[config.mk]
export PLATFORM = sky130hd
export DESIGN_NAME = hash_write_ctrl_flat
export DESIGN_NICKNAME = d
export VERILOG_FILES = /design/src/rtl/sha256_pkg.sv /design/src/rtl/hash_write_ctrl_if.sv /design/src/rtl/hash_word_sel.sv /design/src/rtl/hash_write_ctrl.sv /design/src/flat_wrapper.sv
export SDC_FILE = /design/constraint.sdc
export NUM_CORES = 1
export LEC_CHECK = 0
export ABC_AREA = 1
export BUFFER_PORTS_ARGS = -buffer_cell sky130_fd_sc_hd__buf_2
export CAP_MARGIN = 20
export CORE_AREA = 2 2 163 229
export DETAILED_ROUTE_END_ITERATION = 8
export DIE_AREA = 0 0 165 231
export HOLD_SLACK_MARGIN = 0.03
export PLACE_DENSITY = 0.6
export SLEW_MARGIN = 20
export SYNTH_ARGS = -nofsm -noshare
export SYNTH_HDL_FRONTEND = slang
export SYNTH_SLANG_ARGS = --single-unit
[constraint.sdc]
create_clock -name clock -period 3.65 [get_ports clock]
set_input_delay 0.1825 -clock clock [delete_from_list [all_inputs] [get_ports clock]]
set_output_delay 0.1825 -clock clock [all_outputs]
set_load 0.005 [all_outputs]
[src/rtl/sha256_pkg.sv]
// Shared definitions for the hash write path: word width, address-width helper
// and the write-controller state encoding.
package sha256_pkg;

  localparam int WORD_W = 32;

  typedef enum logic [1:0] {
    IDLE  = 2'd0,
    WRITE = 2'd1,
    DONE  = 2'd2
  } hash_write_state_t;

  // Address bits needed to index n words; never less than one bit.
  function automatic int addr_w(input int n);
    return (n > 1) ? $clog2(n) : 1;
  endfunction

endpackage

[src/rtl/hash_write_ctrl_if.sv]
// Digest-in / memory-write-out signal bundle for hash_write_ctrl.
// master is the controller's view; slave is the producer/memory side.
interface hash_write_ctrl_if
  import sha256_pkg::*;
#(
  parameter int HASH_LENGTH = 8
);

  localparam int AW = addr_w(HASH_LENGTH);

  logic                          hash_valid;
  logic [HASH_LENGTH*WORD_W-1:0] hash_vector;
  logic                          hash_ready;
  logic                          mem_ready;
  logic                          h_write;
  logic [AW-1:0]                 h_address;
  logic [WORD_W-1:0]             h_data;
  logic                          h_vector_complete;
  logic                          busy;

  modport master (
    input  hash_valid,
    input  hash_vector,
    input  mem_ready,
    output hash_ready,
    output h_write,
    output h_address,
    output h_data,
    output h_vector_complete,
    output busy
  );

  modport slave (
    output hash_valid,
    output hash_vector,
    output mem_ready,
    input  hash_ready,
    input  h_write,
    input  h_address,
    input  h_data,
    input  h_vector_complete,
    input  busy
  );

endinterface

[src/rtl/hash_word_sel.sv]
// Selects one 32-bit word of a captured digest by index.
// HASH_WRITE_WORD_REVERSE_EN maps index i to word HASH_LENGTH-1-i (H0 in MSBs).
module hash_word_sel
  import sha256_pkg::*;
#(
  parameter int HASH_LENGTH = 8,
  parameter int AW          = addr_w(HASH_LENGTH)
) (
  input  logic [HASH_LENGTH*WORD_W-1:0] vec_i,
  input  logic [AW-1:0]                 idx_i,
  output logic [WORD_W-1:0]             word_o
);

  // Padded to a power of two so every index value has a defined slot.
  localparam int NSLOT = 1 << AW;

  logic [WORD_W-1:0] slot [NSLOT];

  for (genvar gi = 0; gi < NSLOT; gi++) begin : g_slot
    if (gi < HASH_LENGTH) begin : g_used
`ifdef HASH_WRITE_WORD_REVERSE_EN
      assign slot[gi] = vec_i[WORD_W*(HASH_LENGTH-1-gi) +: WORD_W];
`else
      assign slot[gi] = vec_i[WORD_W*gi +: WORD_W];
`endif
    end else begin : g_pad
      assign slot[gi] = '0;
    end
  end

  assign word_o = slot[idx_i];

endmodule

[src/rtl/hash_write_ctrl.sv]
// Captures a digest and writes it word by word into hash memory, one word per
// accepted write. Optional build macro: HASH_WRITE_WORD_REVERSE_EN.
module hash_write_ctrl
  import sha256_pkg::*;
#(
  parameter int HASH_LENGTH = 8
) (
  input  logic              clock,
  input  logic              reset,
  hash_write_ctrl_if.master bus
);

  localparam int            AW       = addr_w(HASH_LENGTH);
  localparam int            VW       = HASH_LENGTH * WORD_W;
  localparam logic [AW-1:0] LAST_IDX = AW'(HASH_LENGTH - 1);

  hash_write_state_t state_q, state_d;
  logic [AW-1:0]     idx_q, idx_d;
  logic [VW-1:0]     buf_q, buf_d;

  logic              hash_ready_q, hash_ready_d;
  logic              h_write_q, h_write_d;
  logic [AW-1:0]     h_address_q, h_address_d;
  logic [WORD_W-1:0] h_data_q, h_data_d;
  logic              h_vc_q, h_vc_d;
  logic              busy_q, busy_d;

  logic [WORD_W-1:0] sel_word;

  // Fed from next-state values so the registered data lines up with h_write.
  hash_word_sel #(
    .HASH_LENGTH (HASH_LENGTH)
  ) u_word_sel (
    .vec_i  (buf_d),
    .idx_i  (idx_d),
    .word_o (sel_word)
  );

  always_comb begin
    state_d = state_q;
    idx_d   = idx_q;
    buf_d   = buf_q;
    case (state_q)
      IDLE: begin
        if (bus.hash_valid && hash_ready_q) begin
          buf_d   = bus.hash_vector;
          idx_d   = '0;
          state_d = WRITE;
        end
      end
      WRITE: begin
        if (h_write_q && bus.mem_ready) begin
          if (idx_q == LAST_IDX) begin
            state_d = DONE;
          end else begin
            idx_d = idx_q + AW'(1);
          end
        end
      end
      DONE: begin
        state_d = IDLE;
      end
      default: begin
        state_d = IDLE;
      end
    endcase
  end

  always_comb begin
    h_write_d    = (state_d == WRITE);
    h_address_d  = h_write_d ? idx_d : '0;
    h_data_d     = h_write_d ? sel_word : '0;
    h_vc_d       = (state_d == DONE);
    busy_d       = (state_d != IDLE);
    hash_ready_d = (state_d == IDLE);
  end

  always_ff @(posedge clock) begin
    if (reset) begin
      state_q      <= IDLE;
      idx_q        <= '0;
      buf_q        <= '0;
      hash_ready_q <= 1'b1;
      h_write_q    <= 1'b0;
      h_address_q  <= '0;
      h_data_q     <= '0;
      h_vc_q       <= 1'b0;
      busy_q       <= 1'b0;
    end else begin
      state_q      <= state_d;
      idx_q        <= idx_d;
      buf_q        <= buf_d;
      hash_ready_q <= hash_ready_d;
      h_write_q    <= h_write_d;
      h_address_q  <= h_address_d;
      h_data_q     <= h_data_d;
      h_vc_q       <= h_vc_d;
      busy_q       <= busy_d;
    end
  end

  assign bus.hash_ready        = hash_ready_q;
  assign bus.h_write           = h_write_q;
  assign bus.h_address         = h_address_q;
  assign bus.h_data            = h_data_q;
  assign bus.h_vector_complete = h_vc_q;
  assign bus.busy              = busy_q;

  a_idx_in_range : assert property (@(posedge clock) disable iff (reset)
    idx_q <= LAST_IDX);

  // A stalled write must present the same address and data until accepted.
  a_stall_hold : assert property (@(posedge clock) disable iff (reset)
    (h_write_q && !bus.mem_ready) |=>
      (h_write_q && $stable(h_address_q) && $stable(h_data_q)));

  a_complete_single : assert property (@(posedge clock) disable iff (reset)
    h_vc_q |=> !h_vc_q);

endmodule

[src/flat_wrapper.sv]
// flat-port wrapper written by rule: the top's interface ports become plain ports
module hash_write_ctrl_flat import sha256_pkg::*;
#(
  parameter int HASH_LENGTH = 8
)
  (clock, reset, bus_hash_valid, bus_hash_vector, bus_mem_ready, bus_hash_ready, bus_h_write, bus_h_address, bus_h_data, bus_h_vector_complete, bus_busy);
  hash_write_ctrl_if #(.HASH_LENGTH(HASH_LENGTH)) bus_i ();
  input  logic clock;
  input  logic reset;
  input wire logic [$bits(bus_i.hash_valid)-1:0] bus_hash_valid;
  input wire logic [$bits(bus_i.hash_vector)-1:0] bus_hash_vector;
  input wire logic [$bits(bus_i.mem_ready)-1:0] bus_mem_ready;
  output wire logic [$bits(bus_i.hash_ready)-1:0] bus_hash_ready;
  output wire logic [$bits(bus_i.h_write)-1:0] bus_h_write;
  output wire logic [$bits(bus_i.h_address)-1:0] bus_h_address;
  output wire logic [$bits(bus_i.h_data)-1:0] bus_h_data;
  output wire logic [$bits(bus_i.h_vector_complete)-1:0] bus_h_vector_complete;
  output wire logic [$bits(bus_i.busy)-1:0] bus_busy;
  assign bus_i.hash_valid = bus_hash_valid;
  assign bus_i.hash_vector = bus_hash_vector;
  assign bus_i.mem_ready = bus_mem_ready;
  assign bus_hash_ready = bus_i.hash_ready;
  assign bus_h_write = bus_i.h_write;
  assign bus_h_address = bus_i.h_address;
  assign bus_h_data = bus_i.h_data;
  assign bus_h_vector_complete = bus_i.h_vector_complete;
  assign bus_busy = bus_i.busy;
  hash_write_ctrl #(.HASH_LENGTH(HASH_LENGTH)) u_core (.clock(clock), .reset(reset), .bus(bus_i));
endmodule
==> results.json, run 1 <==
{
  "synth_ff_type": "dfxtp_1",
  "synth.top_cells.by_count": "nand2_1 (717), dfxtp_1 (300), inv_1 (299), nor2_1 (263), nand3_1 (259)",
  "final.setup_skew_ps": 11.90,
  "cp_cell_sequence": "nand2_1, clkinv_2, a21oi_1, nand2_4, nand2_4, buf_12, nand2_1, nand3_1, nand2_1, nand2_1, nand2_1",
  "synth_edf_count": 0,
  "timing.critical_path.from_type": "flop",
  "post_synth_inst_count": 2233,
  "core.rowCount": 83,
  "post-route-period-util_pct": 74.46,
  "cts_post_setup_buffers_inserted": 0,
  "cts_tree": "built",
  "clk-insertion-delay-late_ps": 580,
  "cts.clk_slew.worst_paths_ps": 60,
  "dr.pass1.iters": 6,
  "hold_bufs_at_cts": 257,
  "nets": 2945,
  "detail_route.drc_violations": 0,
  "cts.root.buffer_cell": "clkbuf_16",
  "min_path_type": "in -> reg",
  "timing.max_slew.rel_slack_pct": 41.61,
  "tritoncts_buffers": 30,
  "numPlacedInstances": 2862,
  "rsz0062_at_grt": "no",
  "antenna_violating_nets_post_route": 0,
  "critical_path.max_stage_delay_ps": 530,
  "post_synth_num_cell_types": 22,
  "outcome": "finished clean",
  "dp_hpwl_um": 34470,
  "num_antenna_cells": 0,
  "clock_sinks": 300,
  "critPathCaptureType": "flop",
  "totalNegativeSetupSlack_ps": 0,
  "die_h_um": 231,
  "routed_wirelength_um": 53120,
  "layout-drive-gt1-share_pct": 14.01,
  "die-width_um": 165,
  "global_route.overflow_total": 0,
  "syn-num-nets": 2494,
  "area.sequential_um2": 6006,
  "max-vdd-ir-drop_v": 0.0003156,
  "share_comb_of_total_power_pct": 22.6,
  "tightest_slew_ps": 875.8,
  "power.switching_fraction_pct": 29.91,
  "drt_first_iter_violations": 1312,
  "cp.buffers_inverters": 2,
  "timing.critical_path.max_delay_family": "simple AND/OR/NAND/NOR gates",
  "pin_count": 299,
  "grt_antenna_before_repair": 0,
  "via_count": 15405,
  "design.core.area_um2": 36240,
  "power_frac_clock_pct": 35.9,
  "synthesis.area_um2": 14310,
  "die-area_um2": 38120,
  "timing.final.setup_violations": 0,
  "max-clock-path-buffers": 3,
  "yosysWarnings": 0,
  "cp_max_fo": 59,
  "port-buffer-count": 298,
  "cp.arrival_ps": 3190,
  "ys_seq_area_share_pct": 41.98,
  "cap_violations": 0,
  "multi_input_area_um2": 6500,
  "cp_slowest_cell": "nand2_4",
  "powerDensity_nw_per_um2": 456.1,
  "pwr-share-seq_pct": 41.4,
  "area_growth_syn_to_layout_pct": 36.34,
  "global_route_wire_length_before_repair_um": 81030,
  "maxClockFrequency_ghz": 0.3680,
  "cts-htree-levels": 1,
  "post-synth-top-area-fraction_pct": 41.98,
  "netSwitchingPower_mw": 2.661,
  "finalNonFillerCells": 3172,
  "synthDominantAreaCellType": "dfxtp_1",
  "min_period_ps": 2718,
  "worst_ep_required_time_ps": 4120,
  "route.detailed.wl_per_inst_um": 16.75,
  "syn_avg_cell_area_um2": 6.407,
  "grt_pass1_vias": 14697,
  "internal_power_mw": 6.235,
  "asyncSetResetFlopFracSynth_pct": 0,
  "timing.final.max_slew_violations": 0,
  "grt_max_degree": 192,
  "timing.setup.critical_path_class": "reg -> reg",
  "area_contributors_post_synth": "dfxtp_1 (42%), nand2_1 (19%), nand3_1 (9.1%), inv_1 (7.8%), nor2_1 (6.9%)",
  "ys_ff_latch": 300,
  "timing.critical_path.mode_cell": "nand2_1",
  "routed_via_density": 4.857,
  "hold_viol": 0,
  "cellLeakagePower_nw": 10.08,
  "gp_congestion": 0.9594,
  "cts_resized": 0,
  "yosysMostFrequentCell": "nand2_1",
  "track_usage_pct": 27.36,
  "fillerInstances": 3559,
  "initial_utilization_pct": 39.47
}
[layout make-up]
cell class,count,share of cell area (%)
flip-flops and latches,300,30.79
well taps,467,2.996
clock buffers,45,4.657
multi-input cells,1477,33.32
repair buffers,575,21.97
clock inverters,8,0.4811
inverters,300,5.780
[placed cells by master (no fill, tap or decap), types with 3 or more instances in the layout]
| cell | count |
|---|---|
| buf_2 | 297 |
| clkinv_2 | 6 |
| clkbuf_1 | 6 |
| buf_12 | 5 |
| buf_4 | 15 |
| nand3b_1 | 97 |
| inv_1 | 299 |
| nand3_1 | 257 |
| clkbuf_16 | 31 |
| dlygate4sd3_1 | 257 |
| o21ai_1 | 107 |
| nand2_4 | 3 |
| nor2_2 | 3 |
| dfxtp_1 | 300 |
| nand2_1 | 714 |
| nor2_1 | 262 |
| o21ai_0 | 22 |
| clkbuf_8 | 9 |
[cell families after synthesis]
| kind of cell | count (synthesis) | synth area share (%) |
|---|---|---|
| AO/OA/AOI/OAI | 133 | 4.705 |
| adder cells (fa/ha/maj) | 1 | 0.08744 |
| buffers and inverters | 456 | 12.99 |
| flip-flops | 300 | 41.98 |
| AND/OR/NAND/NOR | 1343 | 40.24 |
[worst paths after layout]
check                                         from                              end  slack [ps]  cells past startpoint
hold reg to reg        u_core.buf_q[31]$_SDFF_PP0_      u_core.buf_q[31]$_SDFF_PP0_         520                      4
setup reg to reg  u_core.bus.hash_ready$_SDFF_PP1_  u_core.bus.h_data[4]$_SDFF_PP0_         930                     11
hold / removal                               reset      u_core.buf_q[46]$_SDFF_PP0_         190                      2
setup / recovery  u_core.bus.hash_ready$_SDFF_PP1_  u_core.bus.h_data[4]$_SDFF_PP0_         930                     11
[metal layers]
metal  part of all wire [%]  up-vias  global-route usage [%]
li1                       -     7721                       -
met1                     40     7041                   33.56
met2                     48      522                   46.42
met3                    5.8      121                   3.539
met4                    5.5        0                   14.13
met5                      0        -                       0
[sequential cells by signal (all words and copies together), names as in the netlist]
| signal | cells |
|---|---|
| u_core.buf_q | 256 |
| u_core.bus.busy | 1 |
| u_core.bus.h_address | 3 |
| u_core.bus.h_data | 32 |
| u_core.bus.h_vector_complete | 1 |
| u_core.bus.h_write | 1 |
| u_core.bus.hash_ready | 1 |
| u_core.idx_q | 3 |
| u_core.state_q | 2 |
[metrics by stage]
stage / hold WS, ps / power, mW / setup WS, ps / utilization [%] / instance area (µm²)
global placement: 451.2 / 5.521 / 1011 / 43.95 / 15930
finish: 193.1 / 8.897 / 932.3 / 53.82 / 19510
detailed placement: 460.1 / 5.533 / 934.5 / 43.95 / 15930
global route: 201.3 / 9.356 / 773.3 / 53.82 / 19510
floorplan: 346.8 / 4.926 / 2089 / - / 14310
CTS: 137.9 / 8.938 / 926.7 / 53.82 / 19510
[power by group through the flow]
stage | registers, mW | clock network (mW) | logic [mW]
floorplan | 3.72 | 0 | 1.21
detailed placement | 3.76 | 0 | 1.78
CTS | 3.68 | 3.26 | 2.00
global route | 3.71 | 3.38 | 2.26
finish | 3.69 | 3.20 | 2.01
global placement | 3.75 | 0 | 1.77
No activity file was read; power rests on OpenSTA's default activity.
==> run 2: changes to the inputs <==
- PLACE_DENSITY: 0.6 -> 0.62
- clock period: 3.65 -> 2.3 ns (I/O delays scaled with it)
==> run 2 against run 1 <==
Against the previous run: non-clock buffer count grew 16; critical path type unchanged; largest power group unchanged; design area up 2.7%; clock-buffer cell count decreased by 6; via count rose by 0.66%.
==> results.json, run 2 (synthesized netlist as in run 1, its figures left out) <==
{
  "dr.pass1.iters": 7,
  "port-buffer-count": 298,
  "postLayoutCoreUtil_pct": 55.27,
  "power_frac_clock_pct": 37.5,
  "layout-drive-gt1-share_pct": 14.73,
  "drt_first_iter_violations": 1278,
  "pwr-share-seq_pct": 40.1,
  "die_h_um": 231,
  "powerDensity_nw_per_um2": 725.5,
  "pin_count": 299,
  "grt_pass1_vias": 14755,
  "clock_sinks": 300,
  "nets": 2961,
  "cellLeakagePower_nw": 10.31,
  "timing.max_slew.rel_slack_pct": 54.16,
  "global_route_wire_length_before_repair_um": 79810,
  "totalNegativeSetupSlack_ps": 0,
  "routed_wirelength_um": 52650,
  "via_count": 15507,
  "largest-register": "u_core.buf_q",
  "netSwitchingPower_mw": 4.214,
  "area_growth_syn_to_layout_pct": 40.01,
  "layout_commonest_cell": "nand2_1",
  "finalNonFillerCells": 3190,
  "numPlacedInstances": 2874,
  "worst_ep_required_time_ps": 2750,
  "cp_cell_sequence": "nand2_1, clkinv_2, a21oi_1, nand2_4, nand2_4, buf_12, nand2_1, nand3_1, nand2_1, nand2_1, nand2_1",
  "power.switching_fraction_pct": 29.00,
  "num_antenna_cells": 0,
  "critical_path.max_stage_delay_ps": 310,
  "hold_viol": 0,
  "route.detailed.wl_per_inst_um": 16.51,
  "die-area_um2": 38120,
  "outcome": "finished clean",
  "detail_route.drc_violations": 0,
  "cts_post_setup_buffers_inserted": 0,
  "dp_hpwl_um": 34030,
  "max-vdd-ir-drop_v": 0.0006178,
  "postLayoutSetupSlackWorst_ps": 208.2,
  "max-clock-path-buffers": 3,
  "cap_violations": 0,
  "antenna_violating_nets_post_route": 0,
  "cts.root.buffer_cell": "clkbuf_16",
  "design.core.area_um2": 36240,
  "timing.final.setup_violations": 0,
  "timing.critical_path.mode_cell": "nand2_1",
  "cts.clk_slew.worst_paths_ps": 60,
  "largest_register_ff_count": 256,
  "layout_common_cells": "nand2_1 (714), dfxtp_1 (300), inv_1 (299)",
  "final.setup_skew_ps": 9.683,
  "cp_slowest_cell": "dfxtp_1",
  "cp_max_fo": 48,
  "routed_via_density": 4.861,
  "finalHoldWorstSlack_ps": 266.3,
  "share_comb_of_total_power_pct": 22.5,
  "timing.critical_path.from_type": "flop",
  "global_route.overflow_total": 0,
  "track_usage_pct": 26.87,
  "gp_congestion": 0.9266,
  "pre_cts_ws_ps": 113.0,
  "cts-htree-levels": 1,
  "timing.setup.critical_path_class": "reg -> reg",
  "post-route-period-util_pct": 90.95,
  "maxClockFrequency_ghz": 0.4780,
  "tightest_slew_ps": 687.6,
  "grt_max_degree": 146,
  "internal_power_mw": 10.32,
  "core.rowCount": 83,
  "tritoncts_buffers": 30,
  "die-width_um": 165,
  "initial_utilization_pct": 39.47,
  "min_path_type": "in -> reg",
  "rsz0062_at_grt": "no",
  "grt_antenna_before_repair": 1,
  "clk-insertion-delay-late_ps": 570,
  "critPathCaptureType": "flop",
  "timing.final.max_slew_violations": 0,
  "cp.arrival_ps": 2550,
  "min_period_ps": 2092,
  "cts_tree": "built"
}
[run 2: cell count changes in the layout (fill, tap and decap cells not counted), moves of 3 or more]
cell and delta:
buf_12 +17, buf_4 -8, bufinv_16 +3, clkbuf_1 -6, clkinvlp_4 +3
[run 2: power by group through the flow]
stage	combinational (mW)	sequential [mW]	clock, mW
after floorplan	1.92	5.90	0
after global placement	2.84	5.92	0
after detailed placement	2.86	5.94	0
after CTS	3.22	5.82	5.55
after global routing	3.66	5.85	5.77
final	3.26	5.83	5.44
[run 2: metrics by stage]
stage / power [mW] / cell area, µm²
finish: 14.53 / 20030
detailed placement: 8.798 / 16260
floorplan: 7.817 / 14310
global route: 15.28 / 20030
global placement: 8.763 / 16260
CTS: 14.59 / 19950
[run 2: final timing paths]
path / from / slack (ps) / cells after the start / endpoint
worst max-delay path: u_core.bus.hash_ready$_SDFF_PP1_ / 210 / 11 / u_core.bus.h_data[9]$_SDFF_PP0_
worst min-delay path: bus_hash_valid / 270 / 7 / u_core.buf_q[85]$_SDFF_PP0_
worst max register to register: u_core.bus.hash_ready$_SDFF_PP1_ / 210 / 11 / u_core.bus.h_data[9]$_SDFF_PP0_
worst min register to register: u_core.buf_q[23]$_SDFF_PP0_ / 520 / 4 / u_core.buf_q[23]$_SDFF_PP0_
[run 2: critical path, delay by kind of cell (launching register included)]
kind / cells / cell delay [ps]
AND/OR/NAND/NOR: 8 / 980
buffers and inverters: 2 / 410
flip-flops: 1 / 310
AO/OA/AOI/OAI: 1 / 250
[run 2: timing repair]
item | 4_1_cts | 5_1_grt
hold endpoints to repair | 278 | 0
hold buffers | 259 | 0
resized for setup | 0 | 4
setup endpoints to repair | 0 | 7
[run 2: layer usage]
metal  GRT usage [%]  vias up  routed length (µm)
met1           32.24     7073               20780
met3           3.018      127                2850
li1                -     7758                   -
met5               0        -                  13
met4           13.51        2                2788
met2           46.93      547               26220
[run 2: final cells by class]
cell class	count	area, µm²
clock inverter	16	216.5
tap	467	584.3
multi-input combinational	1477	6509
timing repair buffer	591	4702
fill	3436	16210
sequential	300	6006
inverter	300	1127
clock buffer	39	885.9
